[config.mk]
export PLATFORM = sky130hd
export DESIGN_NAME = ipsxe_floating_point_rne_apm_arbiter_v1_0
export DESIGN_NICKNAME = d
export VERILOG_FILES = /design/src/rtl/ipsxe_floating_point_rne_pkg.sv /design/src/rtl/ipsxe_floating_point_rr_arb2_v1_0.sv /design/src/rtl/ipsxe_floating_point_rne_apm_arbiter_v1_0.sv
export SDC_FILE = /design/constraint.sdc
export NUM_CORES = 1
export LEC_CHECK = 0
export CORE_AREA = 2 2 134 136
export CTS_CLUSTER_DIAMETER = 80
export CTS_CLUSTER_SIZE = 25
export DETAILED_ROUTE_END_ITERATION = 10
export DIE_AREA = 0 0 136 138
export PLACE_DENSITY = 0.75
export SLEW_MARGIN = 15
export SYNTH_ARGS = -nofsm -noshare
export SYNTH_HDL_FRONTEND = slang
export SYNTH_SLANG_ARGS = --single-unit
[constraint.sdc]
create_clock -name i_clk -period 1.9 [get_ports i_clk]
set_input_delay 0.38 -clock i_clk [delete_from_list [all_inputs] [get_ports i_clk]]
set_output_delay 0.38 -clock i_clk [all_outputs]
set_load 0.02 [all_outputs]
[src/rtl/ipsxe_floating_point_rne_pkg.sv]
// Shared definitions for the RNE APM arbiter slice.
// Holds the operand/result width derivations, the requester id constants
// and the width of the in-flight counter.
package ipsxe_floating_point_rne_pkg;

  localparam logic REQ0 = 1'b0;
  localparam logic REQ1 = 1'b1;

  // Operand width seen by the APM: mantissa + hidden bit + extra rounding
  // bits + low bits, minus the 17 bits the APM port does not carry.
  function automatic int calc_in_w(input int man_width, input int rne, input int rne1);
    return man_width + 1 + rne + rne1 - 17;
  endfunction

  // Result width: the upper field of the operand, above the rounding point.
  function automatic int calc_out_w(input int man_width, input int rne);
    return man_width + 1 + rne - 17;
  endfunction

  // The counter must hold values up to APM_LAT+2.
  function automatic int calc_cnt_w(input int apm_lat);
    return $clog2(apm_lat + 3);
  endfunction

endpackage

[src/rtl/ipsxe_floating_point_rr_arb2_v1_0.sv]
// Two-way round-robin grant.
// Ports:
//   clk, rst          clock and synchronous active-high reset
//   valid0, valid1    request valids
//   grant0, grant1    combinational one-hot (or zero) grants
// When both requesters are valid the one that was not granted last wins.
// Grants are suppressed during reset.
module ipsxe_floating_point_rr_arb2_v1_0
  import ipsxe_floating_point_rne_pkg::*;
(
  input  logic clk,
  input  logic rst,
  input  logic valid0,
  input  logic valid1,
  output logic grant0,
  output logic grant1
);

  logic last_grant;

  always_comb begin
    grant0 = 1'b0;
    grant1 = 1'b0;
    if (!rst) begin
      if (valid0 && valid1) begin
        grant0 = (last_grant == REQ1);
        grant1 = (last_grant == REQ0);
      end else begin
        grant0 = valid0;
        grant1 = valid1;
      end
    end
  end

  // Reset to REQ1 so that requester 0 wins the first contention.
  always_ff @(posedge clk) begin
    if (rst) begin
      last_grant <= REQ1;
    end else if (grant0) begin
      last_grant <= REQ0;
    end else if (grant1) begin
      last_grant <= REQ1;
    end
  end

endmodule

[src/rtl/ipsxe_floating_point_rne_apm_arbiter_v1_0.sv]
// Shares one z-rounding APM between two requesters.
// Ports:
//   i_clk, i_rst                   clock, synchronous active-high reset
//   i_reqN_valid/i_reqN_data       requester operands
//   o_reqN_ready                   operand accepted this cycle
//   o_apm_z_rne1                   registered operand to the APM
//   i_apm_p                        APM result, APM_LAT cycles after operand
//   o_res0_valid/o_res1_valid      single-cycle result pulses per requester
//   o_res_data                     registered result shared by both pulses
//   o_inflight, o_busy             outstanding operation count / nonzero
// A tag pipe matched to the APM latency records which requester issued each
// operand, so results are returned in issue order to the right requester.
module ipsxe_floating_point_rne_apm_arbiter_v1_0
  import ipsxe_floating_point_rne_pkg::*;
#(
  parameter int MAN_WIDTH = 52,
  parameter int RNE       = 2,
  parameter int RNE1      = 49,
  parameter int APM_LAT   = 1,
  parameter int IN_W      = calc_in_w(MAN_WIDTH, RNE, RNE1),
  parameter int OUT_W     = calc_out_w(MAN_WIDTH, RNE)
)(
  input  logic             i_clk,
  input  logic             i_rst,
  input  logic             i_req0_valid,
  input  logic [IN_W-1:0]  i_req0_data,
  output logic             o_req0_ready,
  input  logic             i_req1_valid,
  input  logic [IN_W-1:0]  i_req1_data,
  output logic             o_req1_ready,
  output logic [IN_W-1:0]  o_apm_z_rne1,
  input  logic [OUT_W-1:0] i_apm_p,
  output logic             o_res0_valid,
  output logic             o_res1_valid,
  output logic [OUT_W-1:0] o_res_data,
  output logic [2:0]       o_inflight,
  output logic             o_busy
);

  localparam int CNT_W = calc_cnt_w(APM_LAT);

  logic             grant0;
  logic             grant1;
  logic             accept;
  logic             delivered;
  logic [APM_LAT:0] vld_p;
  logic [APM_LAT:0] tag_p;
  logic [CNT_W-1:0] inflight;

  ipsxe_floating_point_rr_arb2_v1_0 u_arb (
    .clk    (i_clk),
    .rst    (i_rst),
    .valid0 (i_req0_valid),
    .valid1 (i_req1_valid),
    .grant0 (grant0),
    .grant1 (grant1)
  );

  assign o_req0_ready = grant0;
  assign o_req1_ready = grant1;
  assign accept       = grant0 | grant1;
  assign delivered    = o_res0_valid | o_res1_valid;

  // ---- Stage p0: operand register feeding the APM ----
  always_ff @(posedge i_clk) begin
    if (i_rst) begin
      o_apm_z_rne1 <= '0;
    end else if (grant1) begin
      o_apm_z_rne1 <= i_req1_data;
    end else if (grant0) begin
      o_apm_z_rne1 <= i_req0_data;
    end
  end

  // ---- Tag pipe: one entry per APM stage plus the operand register ----
  always_ff @(posedge i_clk) begin
    if (i_rst) begin
      vld_p <= '0;
      tag_p <= '0;
    end else begin
      vld_p[0] <= accept;
      tag_p[0] <= grant1 ? REQ1 : REQ0;
      for (int i = 1; i <= APM_LAT; i++) begin
        vld_p[i] <= vld_p[i-1];
        tag_p[i] <= tag_p[i-1];
      end
    end
  end

  // ---- Result stage: capture APM output and route by tag ----
  always_ff @(posedge i_clk) begin
    if (i_rst) begin
      o_res0_valid <= 1'b0;
      o_res1_valid <= 1'b0;
      o_res_data   <= '0;
    end else begin
      o_res0_valid <= vld_p[APM_LAT] && (tag_p[APM_LAT] == REQ0);
      o_res1_valid <= vld_p[APM_LAT] && (tag_p[APM_LAT] == REQ1);
      if (vld_p[APM_LAT]) begin
        o_res_data <= i_apm_p;
      end
    end
  end

  // An operation counts as in flight until its result pulse has been seen.
  always_ff @(posedge i_clk) begin
    if (i_rst) begin
      inflight <= '0;
    end else if (accept && !delivered) begin
      inflight <= inflight + CNT_W'(1);
    end else if (!accept && delivered) begin
      inflight <= inflight - CNT_W'(1);
    end
  end

  assign o_inflight = 3'(inflight);
  assign o_busy     = (inflight != '0);

endmodule
## After elaboration in Yosys (flattened, before gate mapping)

Cells that the tools add are included.

| word-level totals | value |
|---|---|
| register bits | 134 |
| output and inout bits | 133 |
| word-level logic and storage cells | 35 |
| bits of input ports | 216 |

| cells by class | value |
|---|---|
| bitwise gates (word level) | 4 |
| multiplexer cells | 11 |
| reductions and logical operators | 10 |
| add/sub/neg operators | 2 |

Operators with widths:

| cell | number |
|---|---|
| 87-bit 2-to-1 mux | 2 |
| 1-bit 2-to-1 mux | 7 |
| 2-bit nonzero test | 3 |
| 1-bit logical AND | 5 |
| 2-bit 2-to-1 mux | 2 |
| 2-bit by 1-bit adder with 2-bit output, second input constant | 1 |
| 1-bit zero test | 2 |
| 1-bit NOT | 2 |
| 1-bit OR | 2 |
| 2-bit by 1-bit subtractor with 2-bit output, second input constant | 1 |

## Longest topological paths before layout

| logic depth | value |
|---|---|
| word-level depth | 8 |
| depth in mapped cells | 8 |
| mapped depth without buffers | 6 |

## Cells and area by module

Synthesis repeated with hierarchy kept, for this count alone.

| second synthesis, totals | value |
|---|---|
| cells, all modules | 535 |
| area total of the unflattened synthesis | 5826.8 um^2 |

Modules (own cells, without submodules):

| module | seq. area each (um^2) | cells each | area each (um^2) | times used |
|---|---|---|---|---|
| ipsxe_floating_point_rne_apm_arbiter_v1_0 | 2662.6 | 528 | 5766.8 | 1 |
| ipsxe_floating_point_rr_arb2_v1_0 | 20.0 | 7 | 60.1 | 1 |

## Least setup slack after synthesis

No wires, ideal clock.

| timing | value |
|---|---|
| path type | input to register |
| from | input port i_rst |
| to | register inflight[1] |
| buffers on the path | 3 |
| data required time | 1.830 ns |
| arrival time | 1.974 ns |
| stages on the path | 7 |
| slack | -0.144 ns |
| path through | buf_2 clkbuf_1 clkbuf_1 nor2_1 ha_1 or3_1 a21oi_1 |

| between the ends | value |
|---|---|
| cells in the longest elaborated chain, start to end | 5 |
| elaborated cells on any way between the ends | 8 |
| those cells by class | 3 x mux; 1 x bitwise; 4 x reduce/logical |

RTL lines:

| what | line | source |
|---|---|---|
| start: declaration | ipsxe_floating_point_rne_apm_arbiter_v1_0.sv:24 | `input logic i_rst,` |
| 1-bit 2-to-1 mux | ipsxe_floating_point_rr_arb2_v1_0.sv:24 | `if (!rst) begin` |
| 1-bit OR (*) | ipsxe_floating_point_rne_apm_arbiter_v1_0.sv:61 | `assign accept = grant0 \| grant1;` |
| net accept | ipsxe_floating_point_rne_apm_arbiter_v1_0.sv:44 | `logic accept;` |
| 1-bit zero test | ipsxe_floating_point_rne_apm_arbiter_v1_0.sv:111 | `end else if (!accept && delivered) begin` |
| 1-bit logical AND | ipsxe_floating_point_rne_apm_arbiter_v1_0.sv:111 |  |
| 2-bit nonzero test (no line) | -- |  |
| end signal: assignment | ipsxe_floating_point_rne_apm_arbiter_v1_0.sv:110 | `inflight <= inflight + CNT_W'(1);` |
| end signal: assignment | ipsxe_floating_point_rne_apm_arbiter_v1_0.sv:112 | `inflight <= inflight - CNT_W'(1);` |
| end: declaration | ipsxe_floating_point_rne_apm_arbiter_v1_0.sv:48 | `logic [CNT_W-1:0] inflight;` |

Mark *: on every way through the listed nets, which the timed path passes. The rest lies on a longest branch.
A chain may end at the register's enable or synchronous reset.

## Worst setup path in the final report

| timing | value |
|---|---|
| from | register inflight[0] |
| to | output port o_inflight[0] |

RTL lines:

| what | line | source |
|---|---|---|
| end: declaration | ipsxe_floating_point_rne_apm_arbiter_v1_0.sv:36 | `output logic [2:0] o_inflight,` |

No word-level cell between the ends.

==> run metrics <==
H-tree Lvls=4; DRT antenna net count=0; Post-Syn Nets=roughly 670; area delta synth->final=91.3%; Slew Limit Fails=0; most instantiated cells after synthesis=dfxtp_1 (134), a221o_1 (87), and2_1 (50); Gate Count Post-Synth=449; total grt overflow=0; initial antenna violation count=0; largest net degree at the start of global routing=40; Hold Path End=o_res_data[35]; CP Cell Sequence=clkdlybuf4s50_1; Min-Delay Path Depth=2; Sink Count=134; Reg2Reg Setup Slack=roughly 380 ps; critical path type=flop to output port; Bufs and invs on worst path=1; # IOs=~350; DRC viols=0; clk_lat worst skew=420 ps; layout net count=1016; synth unique cells=26; Total GRT Usage=0.180; violation count after the first detailed-route iteration=248; top post-synthesis cells by area=dfxtp_1 (54%), a221o_1 (18%), mux2i_1 (7.6%); Vias=4853; register area share after synthesis=0.540; upper clock frequency limit=between 500 and 600 MHz; Critical Path AT=1470 ps; 1st-pass router iterations=4; Syn. warnings=0; Synth Cell Area=4970 µm²; root buffer cell=clkbuf_16; Reg clk slew, reported paths=60 ps; HP Class=input port to flop; worst flop-to-flop path endpoint=o_apm_z_rne1[34]; WL per Instance=16.4 µm; max cap viols=0; Fillers=1546; synthesized area per cell=11.1 µm²; Antenna diodes=0; Startpoint Class=flop; largest area contributor in the netlist=dfxtp_1; Port Buf Inserts=347; DR vias/cell=roughly 4.7; Finished Layout Cells=1041; outcome=finished clean; setup TNS=0 ps; Crit path max-delay family=buffers and inverters; CORE AREA=17500 µm²; period utilization=0.974; total CTS buffers=17; flops & latches, synth=around 130; hold_buf cts=0; static leakage=0.00366 µW; Hold Path Origin=i_rst; Hold Vio Cnt, Final=0; die area=18800 µm²; share of layout cells above drive strength 1=0.0813; slowest CP cell=clkdlybuf4s50_1; FF-to-FF path depth=6; max incr delay on CP=650 ps; post-place setup slack=-171 ps; post-layout min period=1850 ps; Die Y=138 µm; crit end category=output port; WL final=17100 µm; top cell type's share of synthesized area=0.540; Async S/R FF share, synth=0; first-pass GRT wire length=26300 µm; dpl cells=1007; PnR worst setup slack=50.0 ps; FP Rows=between 40 and 50; Die X=around 140 µm; Clock Path Buffers=2; RR Startpoint=u_arb.last_grant; Final setup viols=0; CTS tree=done; unrepaired setup endpoints after global routing=no; Post-DP HPWL=12500 µm; number of flops mapped to enable cells by yosys=0; routability cong.=0.830; clock skew=about 6.9 ps; Power Dens Cells=851 nW/µm²; Max IR drop VDD=570 µV; ys flop type=dfxtp_1; Initial Util=0.284; CP max FO=4; vias in the first global route=4997; most numerous cell in the Yosys netlist=dfxtp_1; Req. time, crit path=1520 ps
## flip-flops by register name (all words and copies together), names as in the netlist
signal	flops
tag_p	2
o_apm_z_rne1	87
o_res_data	38
o_res0_valid	1
u_arb.last_grant	1
o_res1_valid	1
vld_p	2
inflight	2
## power breakdown
group	switching, µW	internal [µW]	total (µW)
logic	627	959	1590
registers	115	3010	3130
clock network	1370	2010	3380
## stage by stage
stage          power (µW)  instance area [µm²]  hold slack (ps)  utilization
4_1_cts              8190                 9510              313        0.542
3_3_place_gp         4770                 8890              396        0.507
5_1_grt              8430                 9510              329        0.543
3_5_place_dp         4780                 8890              412        0.507
6_report             8100                 9510              327        0.543
2_1_floorplan        3760                 4970              388            -
## per-layer routing
| metal | track usage | share of wire | vias up | wire length (µm) |
|---|---|---|---|---|
| li1 | - | - | 2346 | - |
| met1 | 0.207 | 0.39 | 2243 | 6670 |
| met2 | 0.290 | 0.48 | 224 | 8150 |
| met3 | 0.0737 | 0.096 | 40 | 1630 |
| met4 | 0.0861 | 0.036 | 0 | 614 |
| met5 | 0 | 0 | - | 0 |
## final cells by class
class                           count  area (µm²)  share of cell area
Multi-Input combinational cell    274        2120               0.223
Inverter                            2        7.51            0.000789
Clock inverter                     14         165              0.0174
Clock buffer                       18         439              0.0462
Sequential cell                   134        2690               0.282
Timing Repair Buffer              370        3810               0.400
Tap cell                          229         287              0.0301
## placed cells by master, fill, tap and decap left out, types with 2 or more instances in the layout
cell	synthesis	routed
clkdlybuf4s50_1	0	341
dfxtp_1	134	132
a221o_1	87	87
and2_1	50	50
nor2_1	44	44
mux2i_1	38	38
and2_0	37	37
clkbuf_16	0	17
buf_12	0	14
buf_4	3	11
inv_6	0	5
clkinv_4	0	3
dlygate4sd2_1	0	3
xor2_1	2	2
nor2b_1	3	2
o21ai_0	2	2
bufinv_16	0	2
inv_8	0	2
dfxtp_2	0	2
## worst max path at each step
stage,slack [ps],cells after the start,start,to
2_1_floorplan,50,7,i_rst,inflight[1]
3_3_place_gp,-160,6,i_req0_valid,inflight[1]
3_5_place_dp,-170,6,i_req0_valid,inflight[1]
4_1_cts,20,4,u_arb.last_grant,o_req0_ready
5_1_grt,0.4,1,inflight[0],o_inflight[0]
6_report,50,1,inflight[0],o_inflight[0]
## timing repair
action                     4_1_cts  5_1_grt
resized for setup                4        1
setup buffers                    2        0
pin swaps                        1        0
setup endpoints to repair        3        1
## cells by family (layout without fill, tap and decap cells)
family / count (synthesis) / count (layout) / synth area share
AOI/OAI and AO/OA: 92 / 92 / 0.184
xor gates and xnor gates: 2 / 2 / 0.00352
adders and majority gates: 1 / 1 / 0.00252
buffers and inverters: 41 / 404 / 0.0367
DFF: 134 / 134 / 0.540
muxes: 38 / 38 / 0.0765
other: 1 / 1 / 0.000754
and+or+nand+nor: 140 / 140 / 0.157
(Power assumes the default switching activity.)
